## src/rtl/iram_arbiter.sv

```systemverilog
// Round-robin arbiter granting one instruction-fetch port and one load/store
// port access to a single-cycle iram, one transaction in flight at a time.
module iram_arbiter #(
    parameter logic [63:0] RAM_START = 64'h1000,
    parameter int unsigned RAM_SIZE  = 256
) (
    input  logic        HCLK,
    input  logic        HRESET,
    input  logic        if_req,
    input  logic [63:0] if_addr,
    output logic        if_done,
    output logic        if_err,
    output logic [63:0] if_rdata,
    input  logic        mem_req,
    input  logic        mem_write,
    input  logic [63:0] mem_addr,
    input  logic [63:0] mem_wdata,
    output logic        mem_done,
    output logic        mem_err,
    output logic [63:0] mem_rdata,
    output logic        HWRITE,
    output logic [63:0] HADDR,
    output logic [63:0] HWDATA,
    input  logic [63:0] HRDATA,
    output logic        busy
);

    localparam logic [63:0] RAM_END = RAM_START + 64'(RAM_SIZE) - 64'd8;

    typedef enum logic [1:0] {IDLE, ACCESS, RESP} state_t;

    state_t      state_q;
    logic        last_mem_q;
    logic        win_mem_q;
    logic        inrange_q;
    logic        wr_q;

    logic        grant_mem_c;
    logic [63:0] sel_addr_c;
    logic [63:0] sel_wdata_c;
    logic        sel_wr_c;
    logic        sel_inrange_c;

    // Load/store wins when alone, or when both request and fetch did not lose last time.
    always_comb begin
        grant_mem_c   = mem_req && (!if_req || !last_mem_q);
        sel_addr_c    = grant_mem_c ? mem_addr : if_addr;
        sel_wdata_c   = grant_mem_c ? mem_wdata : 64'd0;
        sel_wr_c      = grant_mem_c && mem_write;
        sel_inrange_c = (sel_addr_c >= RAM_START) && (sel_addr_c < RAM_END);
    end

    always_ff @(posedge HCLK) begin
        if (!HRESET) begin
            state_q    <= IDLE;
            last_mem_q <= 1'b1;
            win_mem_q  <= 1'b0;
            inrange_q  <= 1'b0;
            wr_q       <= 1'b0;
            busy       <= 1'b0;
            if_done    <= 1'b0;
            if_err     <= 1'b0;
            if_rdata   <= 64'd0;
            mem_done   <= 1'b0;
            mem_err    <= 1'b0;
            mem_rdata  <= 64'd0;
            HWRITE     <= 1'b0;
            HADDR      <= 64'd0;
            HWDATA     <= 64'd0;
        end else begin
            if_done  <= 1'b0;
            if_err   <= 1'b0;
            mem_done <= 1'b0;
            mem_err  <= 1'b0;
            HWRITE   <= 1'b0;
            HADDR    <= 64'd0;
            HWDATA   <= 64'd0;
            case (state_q)
                IDLE: begin
                    if (if_req || mem_req) begin
                        state_q    <= ACCESS;
                        busy       <= 1'b1;
                        win_mem_q  <= grant_mem_c;
                        last_mem_q <= grant_mem_c;
                        inrange_q  <= sel_inrange_c;
                        wr_q       <= sel_wr_c;
                        // Out-of-range requests never reach the iram bus.
                        if (sel_inrange_c) begin
                            HWRITE <= sel_wr_c;
                            HADDR  <= sel_addr_c;
                            HWDATA <= sel_wdata_c;
                        end
                    end
                end
                ACCESS: begin
                    state_q <= RESP;
                    if (inrange_q && !wr_q) begin
                        if (win_mem_q) mem_rdata <= HRDATA;
                        else           if_rdata  <= HRDATA;
                    end
                    if (win_mem_q) begin
                        mem_done <= 1'b1;
                        mem_err  <= !inrange_q;
                    end else begin
                        if_done <= 1'b1;
                        if_err  <= !inrange_q;
                    end
                end
                RESP: begin
                    state_q <= IDLE;
                    busy    <= 1'b0;
                end
                default: begin
                    state_q <= IDLE;
                    busy    <= 1'b0;
                end
            endcase
        end
    end

endmodule

```

## config.mk

```make
export PLATFORM = sky130hd
export DESIGN_NAME = iram_arbiter
export DESIGN_NICKNAME = d
export VERILOG_FILES = /design/src/rtl/iram_arbiter.sv
export SDC_FILE = /design/constraint.sdc
export NUM_CORES = 1
export LEC_CHECK = 0
export BUFFER_PORTS_ARGS = -buffer_cell sky130_fd_sc_hd__buf_4
export CORE_AREA = 2 2 205 207
export CTS_BUF_LIST = sky130_fd_sc_hd__clkbuf_2 sky130_fd_sc_hd__clkbuf_4 sky130_fd_sc_hd__clkbuf_8
export DETAILED_ROUTE_END_ITERATION = 8
export DIE_AREA = 0 0 207 209
export HOLD_SLACK_MARGIN = 0.08
export PLACE_DENSITY = 0.5
export SLEW_MARGIN = 0
export SYNTH_ARGS = -nofsm -noshare
export SYNTH_HDL_FRONTEND = slang
export SYNTH_SLANG_ARGS = --single-unit
export TNS_END_PERCENT = 50
```

## constraint.sdc

```tcl
create_clock -name HCLK -period 2.4 [get_ports HCLK]
set_input_delay 0.12 -clock HCLK [delete_from_list [all_inputs] [get_ports HCLK]]
set_output_delay 0.12 -clock HCLK [all_outputs]
set_load 0.02 [all_outputs]
```

# [Yosys cells after proc, flatten, opt, wreduce, memory -nomap -nowiden]
# Index checks and enable logic that the tools add are counted.
[word_totals] reg_bits=268 out_inout_bits=262
[op_classes] n_lt_le_gt_ge=2 eq_ne=2 muxes=7 bitwise=3 reduce_logical=20
[op_table] op="$ge A64 B13 Y1 const B" n=1
[op_table] op="$lt A64 B13 Y1 const B" n=1
[op_table] op="$mux W64" n=1
[op_table] op="$reduce_and A3 Y1" n=3
[op_table] op="$reduce_and A2 Y1" n=3
[op_table] op="$reduce_and A5 Y1" n=1
[op_table] op="$logic_and A1 B1 Y1" n=4
[op_table] op="$logic_not A1 Y1" n=4
[op_table] op="$pmux W2 S2" n=1
[op_table] op="$reduce_and A4 Y1" n=1
[op_table] op="$mux W1" n=3
[op_table] op="$not A1 Y1" n=3
[op_table] op="$reduce_or A3 Y1" n=1
[op_table] op="$eq A2 B1 Y1 const B" n=1
[op_table] op="$logic_not A2 Y1" n=1
[op_table] op="$logic_or A1 B1 Y1" n=2
[op_table] op="$mux W2" n=1
[op_table] op="$ne A2 B2 Y1 const B" n=1
[op_table] op="$pmux W1 S2" n=1

# [Logic depth before layout (Yosys ltp)]
# Gate-level depths: netlist of run 1.
[logic_depth] word_depth=7 mapped_depth=7 depth_no_buf=5

# [Worst setup path before layout of run 1]
# OpenSTA, ideal clock, no wires.
[synth_path] path_type="input port to flip-flop" startpoint="input mem_addr[48]" endpoint="register HWDATA[62]" setup_time_ns=0.074 t_arrival_ns=1.548 path_slack_ns=0.778 path_stages=5 path_cell_list="or4_1 > or4_4 > buf_6 > buf_6 > nor3b_2"
[synth_between] elab_chain_len=4
[synth_rtl] element="start, declared" line_no="16" text="input logic [63:0] mem_addr,"
[synth_rtl] element="$mux W64 *" line_no="47" text="sel_addr_c = grant_mem_c ? mem_addr : if_addr;"
[synth_rtl] element="$ge A64 B13 Y1 / $lt A64 B13 Y1 (equally long branches)" line_no="50" text="sel_inrange_c = (sel_addr_c >= RAM_START) && (sel_addr_c < RAM_END);"
[synth_rtl] element="$logic_and A1 B1 Y1 *" line_no="50"
[synth_rtl] element="$reduce_and A5 Y1 (no source line) *"
[synth_rtl] element="end signal, assigned" line_no="91" text="HWDATA <= sel_wdata_c;"
[synth_rtl] element="end, declared" line_no="23" text="output logic [63:0] HWDATA,"
# Mark *: on every way between the ends. The rest lies on a longest branch, timed or not.
# A chain may end at the register's enable or synchronous reset.

# [Worst setup path in the final report of run 1]
[layout_path] startpoint="register state_q[1]" endpoint="register HWDATA[34]"
[layout_between] elab_chain_len=2
[layout_rtl] element="start, declared" line_no="32" text="state_t state_q;"
[layout_rtl] element="start signal, assigned" line_no="55" text="state_q <= IDLE;"
[layout_rtl] element="start signal, assigned" line_no="81" text="state_q <= ACCESS;"
[layout_rtl] element="start signal, assigned" line_no="96" text="state_q <= RESP;"
[layout_rtl] element="$logic_not A2 Y1" line_no="78" text="case (state_q)"
[layout_rtl] element="$reduce_and A5 Y1 (no source line)"
# No other way between the ends.

==> impl_metrics.csv, run 1 <==
group,metric,value,unit
run_status,status,"finished, final reports clean",
setup_path,path_buf_inv,1,
die,die_area,43260,µm²
route,wl_met2,18260,µm
synthesis,synth_area,8970,µm²
cells_and_area,final_cell_count_no_fill,2183,
synthesis,synth_top_area_frac,0.5981,
setup_path,cp-startpoint,"state_q[1]",
timing,fmax,505.3,MHz
setup_path,crit_path_end,"HWDATA[34]",
synthesis,synth_cells,867,
synthesis,yosysWarnings,0,
setup_path,worst-path-max-fanout,75,
synthesis,avgSynthCellArea,10.35,µm²
place,placed_cell_area,13650,µm²
setup_path,required,2.93,ns
timing,fin_crit_sh,0.8246,
cts,clkSinkCount,268,
setup_path,startpoint_type,"register",
cts,cts_buffers,52,
cts,clock_path_buffers,3,
route,drt_iter0_drc,350,
power_and_ir_drop,power.density,642.1,nW/µm²
setup_path,r2r_end,"HWDATA[34]",
setup_path,worst-r2r-setup-slack,0.42,ns
die,initial_core_util,0.2172,
synthesis,synth-seq-area-share,0.5981,
route,vias_per_cell,4.010,
cells_and_area,design_area,16360,µm²
route,routed-wl-met3,3259,µm
synthesis,synthTopCellsByArea,"dfxtp_1 (60%), nand2_1 (11%), a21boi_0 (11%)",
die,die_w,207,µm
route,dr.pass1.iters,7,
synthesis,ys_async_sr_fraction,0,
route,drcViolationCount,0,
min_path,hold_start,"mem_addr[16]",
place,io_buffers,522,
synthesis,synthMostInstantiatedCell,"dfxtp_1",
timing,tightest_slew,0.8267,ns
power_and_ir_drop,p_comb_frac,0.085,
cells_and_area,fin_nets,1862,
power_and_ir_drop,p_sw,2348,µW
power_and_ir_drop,vdd_drop_max,0.4984,mV
job,cap_violations,0,
setup_path,reg2regPathDepth,6,
die,io_pins,523,
synthesis,synth-edff-count,0,
synthesis,synthFlopType,"dfxtp_1",
cells_and_area,layout-drive-gt1-share,0.4235,
route,top_layer,"met4",
power_and_ir_drop,power_frac_clock,0.483,
cts,htreeDepth,2,
die,rows,75,
power_and_ir_drop,p_leak,0.006922,µW
timing,setup_viol,0,
setup_path,max_stage_delay,0.38,ns
setup_path,cp.arrival,2.51,ns
grt,grt_pass1_wl,53760,µm
grt,grt_max_degree,134,
timing,timing.final.hold_violations,0,
route,route.vias.total,8754,
min_path,hp-class,"primary input to register",
synthesis,synthTopCellsByCount,"dfxtp_1 (268), nand2_1 (261), a21boi_0 (130)",
cts,cts-root-buf,"clkbuf_8",
power_and_ir_drop,p_seq_frac,0.432,
timing,finalClockSkew,0.01457,ns
timing,final_max_slew_viol_count,0,
grt,grt_pass1_vias,9103,
setup_path,reg2reg_from,"state_q[1]",
place,hpwl,25740,µm
setup_path,critPathSlowestCell,"a311oi_1",
setup_path,crit_type,"register to register",
synthesis,synth-seq-cells,268,
die,chipHeight,209,µm
die,core,41290,µm²
cts,tritoncts,"yes",
setup_path,cp_cell_sequence,"nor2_1 -> o211ai_1 -> a311oi_1 -> a22oi_2 -> buf_12 -> nor3b_2",
cts,clkTransAtPathRegs,0.06,ns
route,drtAntennaViolNets,0,
place,place.gp.congestion,0.8131,
route,wl_met1,12850,µm
power_and_ir_drop,power.internal,8156,µW
synthesis,synth_cell_type_count,34,
cells_and_area,area_growth_syn_to_layout,82.37,%
timing,rsz0062_at_grt,"no",
setup_path,crit_cells,6,
synthesis,yosysTopAreaCell,"dfxtp_1",
power_and_ir_drop,p_sw_frac,0.2235,
grt,grt_overflow,0,
grt,grtUsageTotal,0.1624,
setup_path,critPathTopFamily,"compound AO/OA/AOI/OAI gates",
route,routed_wl,36290,µm
cts,worst_skew_pair.late_latency,0.62,ns
timing,fin_setup_tns,0,ns
timing,layout_min_cycle_time,1.979,ns
setup_path,worstSetupEndpointType,"register",
power_and_ir_drop,power.total,10500,µW
cts,cts_resized,0,
route,wl_per_cell,16.62,µm
grt,grt_antenna_before_repair,4,
place,placed_cells,1935,
timing,max_slew_margin,0.4488,
[final cells by class]
type / instances / area [µm²]
flip-flops and latches: 268 / 5365
diodes: 3 / 7.507
well taps: 539 / 674.4
repair buffers: 686 / 5615
inverters: 2 / 7.507
fillers: 4141 / 24930
clock buffers: 87 / 1091
multi-input cells: 591 / 3503
clock inverters: 7 / 93.84
[flip-flops by register name (all words and copies together) (netlist names)]
name,count
busy,1
last_mem_q,1
mem_err,1
if_rdata,64
if_err,1
if_done,1
state_q,2
mem_done,1
HWRITE,1
HWDATA,64
HADDR,64
inrange_q,1
wr_q,1
win_mem_q,1
mem_rdata,64
[power groups by stage]
stage / logic, µW / clock network, µW / registers, µW
floorplan: 123 / 0 / 4690
global placement: 676 / 0 / 4630
detailed placement: 677 / 0 / 4630
CTS: 903 / 5320 / 4530
global route: 953 / 5470 / 4530
finish: 897 / 5070 / 4530
[placed cells by master, fill, tap and decap left out, types with 2 or more instances in the layout]
cell type / n
dfxtp_1: 268
bufinv_16: 2
clkbuf_8: 70
buf_4: 528
clkinv_2: 2
nor3_2: 8
nand3_1: 3
inv_1: 2
nor4_1: 22
nor2_1: 6
nor2b_1: 2
a21boi_0: 130
or4_1: 3
mux2i_1: 8
conb_1: 55
nand2_1: 260
buf_12: 7
dlygate4sd3_1: 151
o21ai_0: 2
nor3b_2: 51
and3_1: 3
diode_2: 3
clkinvlp_4: 2
nor3b_1: 15
nand4_1: 5
a311oi_1: 2
clkbuf_4: 17
[per-layer routing]
metal | track usage | vias to the layer above
met5 | 0 | -
met4 | 0.09877 | 0
met3 | 0.06252 | 95
met2 | 0.2852 | 355
met1 | 0.1624 | 3986
li1 | - | 4318
[timing repair]
action | in CTS | in global routing
endpoints found under the hold margin | 207 | 0
buffers inserted | 0 | 0
hold buffers | 151 | 0
[metrics by stage]
stage / util / hold slack (ns) / worst slack (ns)
finish: 0.3962 / 0.1995 / 0.4209
global route: 0.3962 / 0.1579 / 0.2331
CTS: 0.3960 / 0.1345 / 0.3774
detailed placement: 0.3307 / 0.3631 / 0.3381
global placement: 0.3307 / 0.3586 / 0.4361
floorplan: - / 0.2649 / 0.7778
[tightest hold or removal path: cells and delay by family]
kind                   cells  cell delay [ns]
AND/OR/NAND/NOR            2             0.21
buffers and inverters      2             0.42
[cell families (layout without fill, tap and decap cells)]
group | Yosys count | in the layout | synth area share
DFF | 268 | 268 | 0.5981
buffers and inverters | 62 | 782 | 0.03641
muxes | 8 | 8 | 0.008928
other | 1 | 58 | 0.0004181
and+or+nand+nor | 389 | 389 | 0.2395
AOI/OAI and AO/OA | 139 | 139 | 0.1166
[worst min-delay path by stage]
stage	depth (start not counted)	slack [ns]	end
after floorplan	2	0.26	if_rdata[0]
after global placement	2	0.36	HWDATA[57]
after detailed placement	2	0.36	HWDATA[43]
after CTS	4	0.13	HWDATA[2]
after global routing	4	0.16	HWDATA[2]
final	4	0.20	HWDATA[8]
No activity file was read; power rests on OpenSTA's default activity.
==> run 2, diff against run 1 <==
==> constraint.sdc (replaced) <==
create_clock -name HCLK -period 1.83 [get_ports HCLK]
set_input_delay 0.0915 -clock HCLK [delete_from_list [all_inputs] [get_ports HCLK]]
set_output_delay 0.0915 -clock HCLK [all_outputs]
set_load 0.02 [all_outputs]
==> impl_metrics.csv, run 2 (synthesized netlist as in run 1, its figures left out) <==
group,metric,value,unit
cells_and_area,fillers,4038,
route,drtAntennaViolNets,0,
cells_and_area,multi_input_area,3536,µm²
timing,layout_min_cycle_time,1.757,ns
cells_and_area,design_area,16510,µm²
job,cap_violations,0,
route,route.vias.total,8806,
timing,setup_viol,0,
grt,grt_use_met1,0.1661,
setup_path,cp.arrival,2.29,ns
setup_path,cp_cell_sequence,"a21boi_2 -> buf_12 -> nand4_1 -> or4_4 -> buf_12 -> nor3b_2",
cts,clkTransAtPathRegs,0.06,ns
place,place.gp.congestion,0.8183,
grt,grtUsageTotal,0.1632,
power_and_ir_drop,vdd_drop_max,0.5196,mV
cells_and_area,final_cell_count_no_fill,2192,
grt,grt_max_degree,136,
cells_and_area,area_growth_syn_to_layout,84.10,%
setup_path,worstSetupEndpointType,"register",
cells_and_area,seqCellArea,5368,µm²
grt,use_met3,0.06147,
cts,tritoncts,"yes",
place,placed_cells,1945,
cells_and_area,postLayoutCoreUtil,0.3999,
power_and_ir_drop,p_leak,0.006990,µW
route,vias_per_cell,4.017,
cts,cts_buffers,49,
route,routed_wl,36710,µm
setup_path,required,2.36,ns
cells_and_area,layout-drive-gt1-share,0.4270,
cells_and_area,fin_nets,1884,
die,core,41290,µm²
route,drt_iter0_drc,359,
cts,worst_skew_pair.late_latency,0.61,ns
die,io_pins,523,
route,drcViolationCount,0,
cts,clkSinkCount,268,
grt,grt_antenna_before_repair,2,
timing,rsz0062_at_grt,"yes",
timing,fin_crit_sh,0.9602,
cells_and_area,layout_common_cells,"buf_4 (537), dfxtp_1 (266), nand2_1 (260), dlygate4sd3_1 (160), a21boi_0 (130)",
cts,htreeDepth,2,
die,initial_core_util,0.2172,
setup_path,worst-path-max-fanout,65,
timing,tightest_slew,0.5314,ns
setup_path,path_buf_inv,2,
setup_path,critPathTopFamily,"simple AND/OR/NAND/NOR gates",
setup_path,cpMostUsedCell,"buf_12",
timing,final_max_slew_viol_count,0,
place,placed_cell_area,13780,µm²
die,chipHeight,209,µm
cells_and_area,final_common_cell,"buf_4",
setup_path,startpoint_type,"register",
place,io_buffers,522,
grt,grt_pass1_vias,9186,
cts,clock_path_buffers,3,
timing,finalClockSkew,0.02896,ns
setup_path,critPathSlowestCell,"or4_4",
grt,busiest_layer,"met2",
grt,grt_overflow,0,
die,die_area,43260,µm²
place,hpwl,26300,µm
die,die_w,207,µm
timing,max_slew_margin,0.6458,
timing,timing.final.hold_violations,0,
setup_path,max_stage_delay,0.45,ns
power_and_ir_drop,power.density,793.6,nW/µm²
route,wl_per_cell,16.75,µm
timing,fmax,569.1,MHz
grt,grt.met2_usage,0.2992,
route,dr.pass1.iters,4,
cts,cts-root-buf,"clkbuf_8",
grt,grt_pass1_wl,54190,µm
die,rows,75,
run_status,status,"finished, final reports clean",
setup_path,crit_type,"register to register",
min_path,hp-class,"primary input to register",
==> run 2: timing repair <==
item | in CTS | in global routing
hold endpoints to repair | 208 | 0
buffers inserted | 0 | 4
gates resized for setup | 0 | 9
endpoints found under the setup margin | 0 | 77
hold buffers | 160 | 0
==> run 2: power by group <==
| part | switching [µW] | total [µW] | internal [µW] |
|---|---|---|---|
| clock network | 2520 | 5940 | 3420 |
| registers | 27.4 | 5950 | 5920 |
| logic | 434 | 1220 | 783 |
| total | 2980 | 13100 | 10100 |
==> run 2: path summary, 6_finish.rpt <==
path | start | end | slack [ns] | cells past startpoint
max | last_mem_q | HWDATA[30] | 0.07 | 6
min | if_addr[29] | HADDR[4] | 0.13 | 6
max reg2reg | last_mem_q | HWDATA[30] | 0.07 | 6
min reg2reg | if_rdata[58] | if_rdata[58] | 0.46 | 2
==> run 2: cell type report <==
cell class,instances,share of cell area
timing repair buffer,711,0.3587
sequential,268,0.3251
multi-input combinational,591,0.2141
clock buffer,72,0.05508
tap,539,0.04084
clock inverter,7,0.005455
inverter,2,0.0004546
antenna,2,0.0003031
==> run 2: per-stage QoR <==
| step | setup TNS, ns | setup slack, ns | hold slack (ns) | total power (µW) |
|---|---|---|---|---|
| after floorplan | 0 | 0.2294 | 0.2364 | 6316 |
| final | 0 | 0.07274 | 0.1309 | 13100 |
| after detailed placement | -5.998 | -0.1299 | 0.3336 | 6973 |
| after global placement | -6.683 | -0.1140 | 0.3306 | 6973 |
| after global routing | -0.02923 | -0.01444 | 0.1144 | 13730 |
| after CTS | 0 | 0.003152 | 0.08006 | 13390 |
==> run 2: layer usage <==
metal	wire, µm	up-vias
li1	-	4342
met1	13430	4040
met2	19130	356
met3	2888	68
met4	1259	0
met5	0	-
==> run 2: tightest hold or removal path, delay by kind of cell <==
| kind | cells | cell delay (ns) |
|---|---|---|
| simple gates | 3 | 0.19 |
| compound gates | 1 | 0.17 |
| buf+inv | 2 | 0.24 |
